File: config.mk
export PLATFORM = sky130hd
export DESIGN_NAME = grid_world_env
export DESIGN_NICKNAME = d
export VERILOG_FILES = /design/src/rtl/grid_world_env.sv
export SDC_FILE = /design/constraint.sdc
export NUM_CORES = 1
export LEC_CHECK = 0
export ABC_AREA = 1
export CAP_MARGIN = 40
export CORE_MARGIN = 5
export CORE_UTILIZATION = 30
export CTS_CLUSTER_SIZE = 20
export DETAILED_ROUTE_END_ITERATION = 7
export PLACE_DENSITY = 0.52
export SLEW_MARGIN = 20
export SYNTH_ARGS = -nofsm -noshare
export SYNTH_HDL_FRONTEND = slang
export SYNTH_SLANG_ARGS = --single-unit
export TNS_END_PERCENT = 10
File: constraint.sdc
create_clock -name clk -period 2.8 [get_ports clk]
set_clock_uncertainty 0.05 [all_clocks]
set_input_delay 0.28 -clock clk [delete_from_list [all_inputs] [get_ports clk]]
set_output_delay 0.28 -clock clk [all_outputs]
set_load 0.02 [all_outputs]
File: src/rtl/grid_world_env.sv
// Grid-world environment for a Q-learning loop: applies agent actions on a GRID_W x GRID_H grid,
// returns next state / signed reward, and restarts episodes on goal or timeout. Optional macro: GRID_OBSTACLE_EN.
module grid_world_env #(
  parameter int                 GRID_W        = 8,
  parameter int                 GRID_H        = 8,
  parameter int                 START_STATE   = 0,
  parameter int                 GOAL_STATE    = 63,
  parameter logic signed [15:0] GOAL_REWARD   = 16'sd100,
  parameter logic signed [15:0] STEP_REWARD   = -16'sd1,
  parameter logic signed [15:0] WALL_REWARD   = -16'sd10,
  parameter int                 MAX_STEPS     = 255,
  parameter logic [63:0]        OBSTACLE_MASK = 64'h0
) (
  input  logic               clk,
  input  logic               rst_n,
  input  logic               en,
  input  logic               action_valid,
  input  logic [1:0]         action,
  output logic               action_ready,
  output logic [5:0]         next_state,
  output logic signed [15:0] next_reward,
  output logic               state_valid,
  output logic               episode_done,
  output logic [7:0]         step_count,
  output logic [15:0]        episode_count
);

  typedef enum logic [1:0] {
    ACT_UP    = 2'd0,
    ACT_RIGHT = 2'd1,
    ACT_DOWN  = 2'd2,
    ACT_LEFT  = 2'd3
  } action_e;

  typedef enum logic {
    RUN     = 1'b0,
    RESTART = 1'b1
  } fsm_e;

  localparam logic [5:0] COLS     = 6'(GRID_W);
  localparam logic [5:0] LAST_COL = 6'(GRID_W - 1);
  localparam logic [5:0] LAST_ROW = 6'(GRID_H - 1);
  localparam logic [5:0] START    = 6'(START_STATE);
  localparam logic [5:0] GOAL     = 6'(GOAL_STATE);
  localparam logic [7:0] MAX_CNT  = 8'(MAX_STEPS);

  fsm_e               fsm_q, fsm_d;
  logic [5:0]         pos_q, pos_d;
  logic signed [15:0] reward_q, reward_d;
  logic               valid_q, valid_d;
  logic               done_q, done_d;
  logic [7:0]         steps_q, steps_d;
  logic [15:0]        episodes_q, episodes_d;

  logic [5:0] row, col, target;
  logic       edge_block, obstacle_hit, wall, goal_hit, timeout, take_step;

  // Move datapath: candidate target square and whether the move is blocked.
  // NOTE: every signal written here gets a default first, so no path can infer a latch.
  always_comb begin
    row        = pos_q / COLS;
    col        = pos_q % COLS;
    edge_block = 1'b0;
    target     = pos_q;
    unique case (action_e'(action))
      ACT_UP: begin
        edge_block = (row == '0);
        target     = pos_q - COLS;
      end
      ACT_RIGHT: begin
        edge_block = (col == LAST_COL);
        target     = pos_q + 6'd1;
      end
      ACT_DOWN: begin
        edge_block = (row == LAST_ROW);
        target     = pos_q + COLS;
      end
      ACT_LEFT: begin
        edge_block = (col == '0);
        target     = pos_q - 6'd1;
      end
      default: ;
    endcase
  end

`ifdef GRID_OBSTACLE_EN
  // Start and goal squares can never be obstacles, whatever the mask says.
  assign obstacle_hit = !edge_block && OBSTACLE_MASK[target] &&
                        (target != START) && (target != GOAL);
`else
  logic unused_obstacle_mask;
  assign unused_obstacle_mask = ^OBSTACLE_MASK;
  assign obstacle_hit         = 1'b0;
`endif

  assign wall      = edge_block || obstacle_hit;
  assign goal_hit  = !wall && (target == GOAL);
  assign timeout   = (steps_q + 8'd1) == MAX_CNT;
  assign take_step = en && action_valid && (fsm_q == RUN);

  always_comb begin
    fsm_d      = fsm_q;
    pos_d      = pos_q;
    reward_d   = reward_q;
    valid_d    = 1'b0;
    done_d     = 1'b0;
    steps_d    = steps_q;
    episodes_d = episodes_q;
    unique case (fsm_q)
      RUN: begin
        if (take_step) begin
          valid_d = 1'b1;
          steps_d = steps_q + 8'd1;
          if (wall) begin
            reward_d = WALL_REWARD;
          end else begin
            pos_d    = target;
            reward_d = goal_hit ? GOAL_REWARD : STEP_REWARD;
          end
          // Goal and timeout on the same step close a single episode.
          if (goal_hit || timeout) begin
            done_d     = 1'b1;
            episodes_d = episodes_q + 16'd1;
            fsm_d      = RESTART;
          end
        end
      end
      RESTART: begin
        if (en) begin
          pos_d    = START;
          reward_d = '0;
          steps_d  = '0;
          valid_d  = 1'b1;
          fsm_d    = RUN;
        end
      end
      default: fsm_d = RUN;
    endcase
  end

  // NOTE: state registers use non-blocking assignments so every flop samples pre-edge values.
  always_ff @(posedge clk) begin
    if (!rst_n) begin
      fsm_q      <= RUN;
      pos_q      <= START;
      reward_q   <= '0;
      valid_q    <= 1'b0;
      done_q     <= 1'b0;
      steps_q    <= '0;
      episodes_q <= '0;
    end else begin
      fsm_q      <= fsm_d;
      pos_q      <= pos_d;
      reward_q   <= reward_d;
      valid_q    <= valid_d;
      done_q     <= done_d;
      steps_q    <= steps_d;
      episodes_q <= episodes_d;
    end
  end

  assign action_ready  = (fsm_q == RUN);
  assign next_state    = pos_q;
  assign next_reward   = reward_q;
  assign state_valid   = valid_q;
  assign episode_done  = done_q;
  assign step_count    = steps_q;
  assign episode_count = episodes_q;

endmodule

Word-level counts from Yosys, hierarchy flattened
Cells that the tools add are included.
- register bits: 49
- bits in latches: 0
- memory bits (writable): 0
- memory bits (read-only): 0
- bits of input ports: 6
- memories: 0
- $add $sub $neg: 6
- multiply operators: 0
- div/mod/pow operators: 0
- magnitude comparators: 0
- equal/unequal tests: 10
- shift operators: 0
- multiplexer cells: 21
- bitwise logic cells: 2
- reductions and logical operators: 12
- operators with widths (kind ; number):
    16-bit two-way mux ; 4
    16-bit one-hot mux with 2 select lines ; 1
    6-bit one-hot mux with 4 select lines ; 1
    6-bit two-way mux ; 3
    16-bit by 1-bit adder with 16-bit output, second input constant ; 1
    8-bit two-way mux ; 2
    8-bit one-hot mux with 2 select lines ; 1
    6-bit logical NOT ; 2
    6-bit one-hot mux with 2 select lines ; 1
    8-bit by 1-bit adder with 8-bit output, second input constant ; 1
    8-bit equality test, second input constant ; 1
    6-bit by 1-bit adder with 6-bit output, second input constant ; 1
    6-bit by 4-bit adder with 6-bit output, second input constant ; 1
    3-bit equality test, second input constant ; 2
    6-bit equality test, second input constant ; 1
    3-bit AND reduction ; 2
    6-bit by 1-bit subtractor with 6-bit output, second input constant ; 1
    6-bit by 4-bit subtractor with 6-bit output, second input constant ; 1
    1-bit two-way mux ; 5
    2-bit equality test, second input constant ; 2
    2-bit != test, second input constant ; 2
    1-bit one-hot mux with 2 select lines ; 2
    1-bit one-hot mux with 4 select lines ; 1
    1-bit logical AND ; 3
    other kinds (8) ; 9

Depth between registers and ports, before layout
- depth after elaboration: 8
- gate-level depth with buffers: 21
- gate-level depth less buffers: 19

Worst setup path before layout
No wires, ideal clock.
- path kind: register to register
- start: reg pos_q[3], in the netlist next_state[3]
- end: reg episodes_q[8], in the netlist episode_count[8]
- library setup time: 0.113 ns
- arrival: 2.023 ns
- required time: 2.637 ns
- path slack: 0.614 ns
- cell stages (with the launch flop): 13
- path buffers: 1
- period minus slack after synthesis: 2.186 ns
- cells stage by stage: dfxtp_1 > inv_2 > fa_1 > or2_2 > nand3_1 > nand2_1 > inv_1 > nand3_2 > nand2_4 > buf_8 > nand2_1 > nor2_1 > nor2_1
- longest elaborated chain between the ends: 6
- elaborated cells on any way between the ends: 13
- those cells by class: add/sub: 4; eq/ne: 2; mux: 2; reduce/logical: 5
- RTL lines (item ; RTL line ; text):
    start: declaration ; 48 ; logic [5:0] pos_q, pos_d;
    start signal: assignment ; 153 ; pos_q <= pos_d;
    6-bit by 1-bit subtractor with 6-bit output, or another cell as far along ; 80 ; target = pos_q - 6'd1;
    6-bit one-hot mux with 4 select lines or 1-bit one-hot mux with 4 select lines (tied branches) ; 65 ; unique case (action_e'(action))
    6-bit equality test or 1-bit logical NOT (tied branches) ; 97 ; assign goal_hit = !wall && (target == GOAL);
    1-bit logical AND * ; 97 ;
    1-bit logical OR * ; 121 ; if (goal_hit || timeout) begin
    3-bit AND reduction (no line) * ; -- ;
    end signal: assignment ; 158 ; episodes_q <= episodes_d;
    end: declaration ; 53 ; logic [15:0] episodes_q, episodes_d;
Mark *: on every way between the ends. The rest lies on a longest branch, timed or not.
A chain may end at the register's enable or synchronous reset.

Final worst setup path
- start: in action[0]
- end: reg episodes_q[8], in the netlist episode_count[8]
- longest elaborated chain between the ends: 6
- elaborated cells on any way between the ends: 11
- those cells by class: eq/ne: 4; mux: 2; reduce/logical: 5
- RTL lines (item ; RTL line ; text):
    start: declaration ; 18 ; input logic [1:0] action,
    2-bit equality test, or another cell as far along ; 65 ;
    6-bit one-hot mux with 4 select lines or 1-bit one-hot mux with 4 select lines (tied branches) ; 65 ;
    6-bit equality test or 1-bit logical NOT (tied branches) ; 97 ;
    1-bit logical AND * ; 97 ;
    1-bit logical OR * ; 121 ;
    3-bit AND reduction (no line) * ; -- ;
Marks and branches as above.

==> metrics <==
final setup violation count 0; First-pass DRT Iterations 4; wire per inst 11.2 µm; CTS buffer count 5; H-tree depth 2; residual DRC count 0; DRC marker count from the first detailed-route iteration 72; Worst Hold Path Cells 2; Final period util 0.898; fmax 0.398 GHz; asr flop ratio synth 0; CP max stage cell clkdlybuf4s50_1; syn_nets 383; worst hold margin 0.447 ns; DR vias 2380; sink count of the clock tree 36; post-layout util 0.407; FF-to-FF setup slack 0.49 ns; Final Hold Vio Count 0; final WL 5.86 mm; share of layout cells above drive strength 1 0.123; Min-Delay Endpoint next_reward[3]$_SDFFE_PN0P_; RD Place Congestion 0.848; setup tns final 0 ns; maxcap violations 0; PD cells 367 nW/µm²; Initial Util 0.311; vias in the first global route 2260; die area 9930 µm²; CP Launch Type primary input; die width 99.7 µm; Leak Pwr 0.00134 µW; Worst R2R Start next_state[1]$_SDFFE_PN0P_; vias per cell 4.54; initial antenna violation count 0; cells along the critical path clkdlybuf4s50_1 > ha_2 > nor2_1 > nor2_2 > ha_1 > inv_1 > nand2_2 > nand3_1 > nand2_1 > nand2_1 > nand3_2 > nand2_2 > nor2_4 > nand3_2 > nand2_4 > buf_12 > nand2_1 > nor2_1 > nor2_1; CP Data Arrival Time 2.65 ns; Cell Area, Placed 3060 µm²; synth top area cells dfxtp_1 30%, nand2_1 16%, a21oi_1 6.4%; status complete, no violations; Worst-Skew Late Latency 0.29 ns; main flop type after synthesis dfxtp_1; Synth area leader dfxtp_1; register bit total from synthesis 36; ANT cells 0; CP Data Required Time 2.94 ns; PortBufs 54; min-delay src next_reward[3]$_SDFFE_PN0P_; crit end category flop; GR Util All Layers 0.122; ANT nets after route 0; global-route wire length before repair 10.2 mm; TritonCTS clock tree built; final net count 438; Mapped Area 2410 µm²; # rows 32; RSZ-0062 raised after global routing no; most frequent cells in the layout 104 x nand2_1, 54 x clkdlybuf4s50_1, 39 x inv_1, 36 x nor2_1, 36 x dfxtp_1; number of flops mapped to enable cells by yosys 0; sequential fraction of the synthesis area 0.299; post-DP HPWL 4.54 mm; Final Max Tran Viols 0; total setup buffers inserted after CTS 0; largest net degree at the start of global routing 20; post-synth top area share 0.299; Power Total 1160 µW; CP Class in2reg; Overflow after GRT 0; slowest stage delay, CP 0.53 ns; maximum vdd drop 0.000172 V; area grow syn2layout 31.1%; worst r2r dst episode_count[8]$_SDFFE_PN0P_; I/O pins 55; clock transition at the registers of the reported paths 0.07 ns; Slew Limit Headroom 0.641; Cells after Synth 367; worst-margin pin slew 0.536 ns; commonest non-fill, non-tap cell in the layout nand2_1; Chip Height 99.7 µm; clock tree buffer depth 2; design area 3160 µm²; CTS root buf clkbuf_8; post-synth cell types 36; Worst R2R Path Depth 17; worst hold path type reg2reg; final worst path period need 2.51 ns; Fillers 840; synth warn 0; Crit Path Max Fanout 17; mean area per synthesized cell 6.57 µm²; Core ar. 7770 µm²
metrics by stage:
| stage | std cells | setup slack, ns |
|---|---|---|
| 3_5_place_dp | 517 | -0.0470 |
| 4_1_cts | 524 | 0.266 |
| 2_1_floorplan | 367 | 0.614 |
| 5_1_grt | 524 | 0.0199 |
| 6_report | 524 | 0.286 |
| 3_3_place_gp | 517 | -0.00966 |
cell usage after synthesis, types with 4 or more instances:
| cell type | instances |
|---|---|
| nand2_1 | 104 |
| inv_1 | 39 |
| dfxtp_1 | 36 |
| nor2_1 | 36 |
| a21oi_1 | 31 |
| nand3_1 | 30 |
| buf_4 | 14 |
| ha_1 | 9 |
| nand2_2 | 7 |
| nor3_1 | 6 |
| xor2_1 | 6 |
| nand3_2 | 5 |
| nand4_1 | 5 |
| or2_2 | 4 |
routing by layer:
metal | track usage | routed length, µm | share of wire | vias up
met5 | 0 | 0 | 0 | -
met4 | 0.0326 | 62 | 0.011 | 0
li1 | - | - | - | 1253
met2 | 0.205 | 2700 | 0.46 | 52
met3 | 0.0302 | 352 | 0.060 | 8
met1 | 0.154 | 2750 | 0.47 | 1067
repair_timing:
action                                  in CTS  in global routing
hold buffers                                 0                  0
endpoints found under the setup margin       0                  1
resized for setup                            0                  1
critical path, delay by kind of cell:
kind                     cells  cell delay [ns]
AND/OR/NAND/NOR             14             1.22
adder cells (fa/ha/maj)      2             0.41
buffers and inverters        3             0.72
registers in the layout, indices dropped and copies added (netlist names):
register / count
episode_count: 16
state_valid: 1
step_count: 8
next_state: 6
next_reward: 3
episode_done: 1
fsm_q: 1
cell type report:
cell class | count | area, µm² | area share
Multi-Input combinational cell | 264 | 1360 | 0.429
Sequential cell | 36 | 721 | 0.228
Timing Repair Buffer | 71 | 693 | 0.219
Inverter | 44 | 168 | 0.0530
Tap cell | 102 | 128 | 0.0403
Clock buffer | 7 | 96.3 | 0.0305
how the worst max path moves through the flow:
stage / start / to / slack [ns] / cells past startpoint
floorplan: next_state[3]$_SDFFE_PN0P_ / episode_count[8]$_SDFFE_PN0P_ / 0.61 / 12
global placement: action[0] / episode_count[8]$_SDFFE_PN0P_ / -0.01 / 19
detailed placement: action[0] / episode_count[8]$_SDFFE_PN0P_ / -0.05 / 18
CTS: action[0] / episode_count[8]$_SDFFE_PN0P_ / 0.27 / 18
global route: action[0] / episode_count[8]$_SDFFE_PN0P_ / 0.02 / 19
finish: action[0] / episode_count[8]$_SDFFE_PN0P_ / 0.29 / 19
where the power goes:
part	switching, µW	internal [µW]
sequential	13.4	521
clock	186	219
combinational	126	95.6
cell families after synthesis:
logic type,share of synthesized area
fa+ha+maj,0.0550
flops,0.299
xor+xnor,0.0290
buf+inv,0.140
compound gates,0.0866
simple gates,0.391
(Power assumes the default switching activity.)
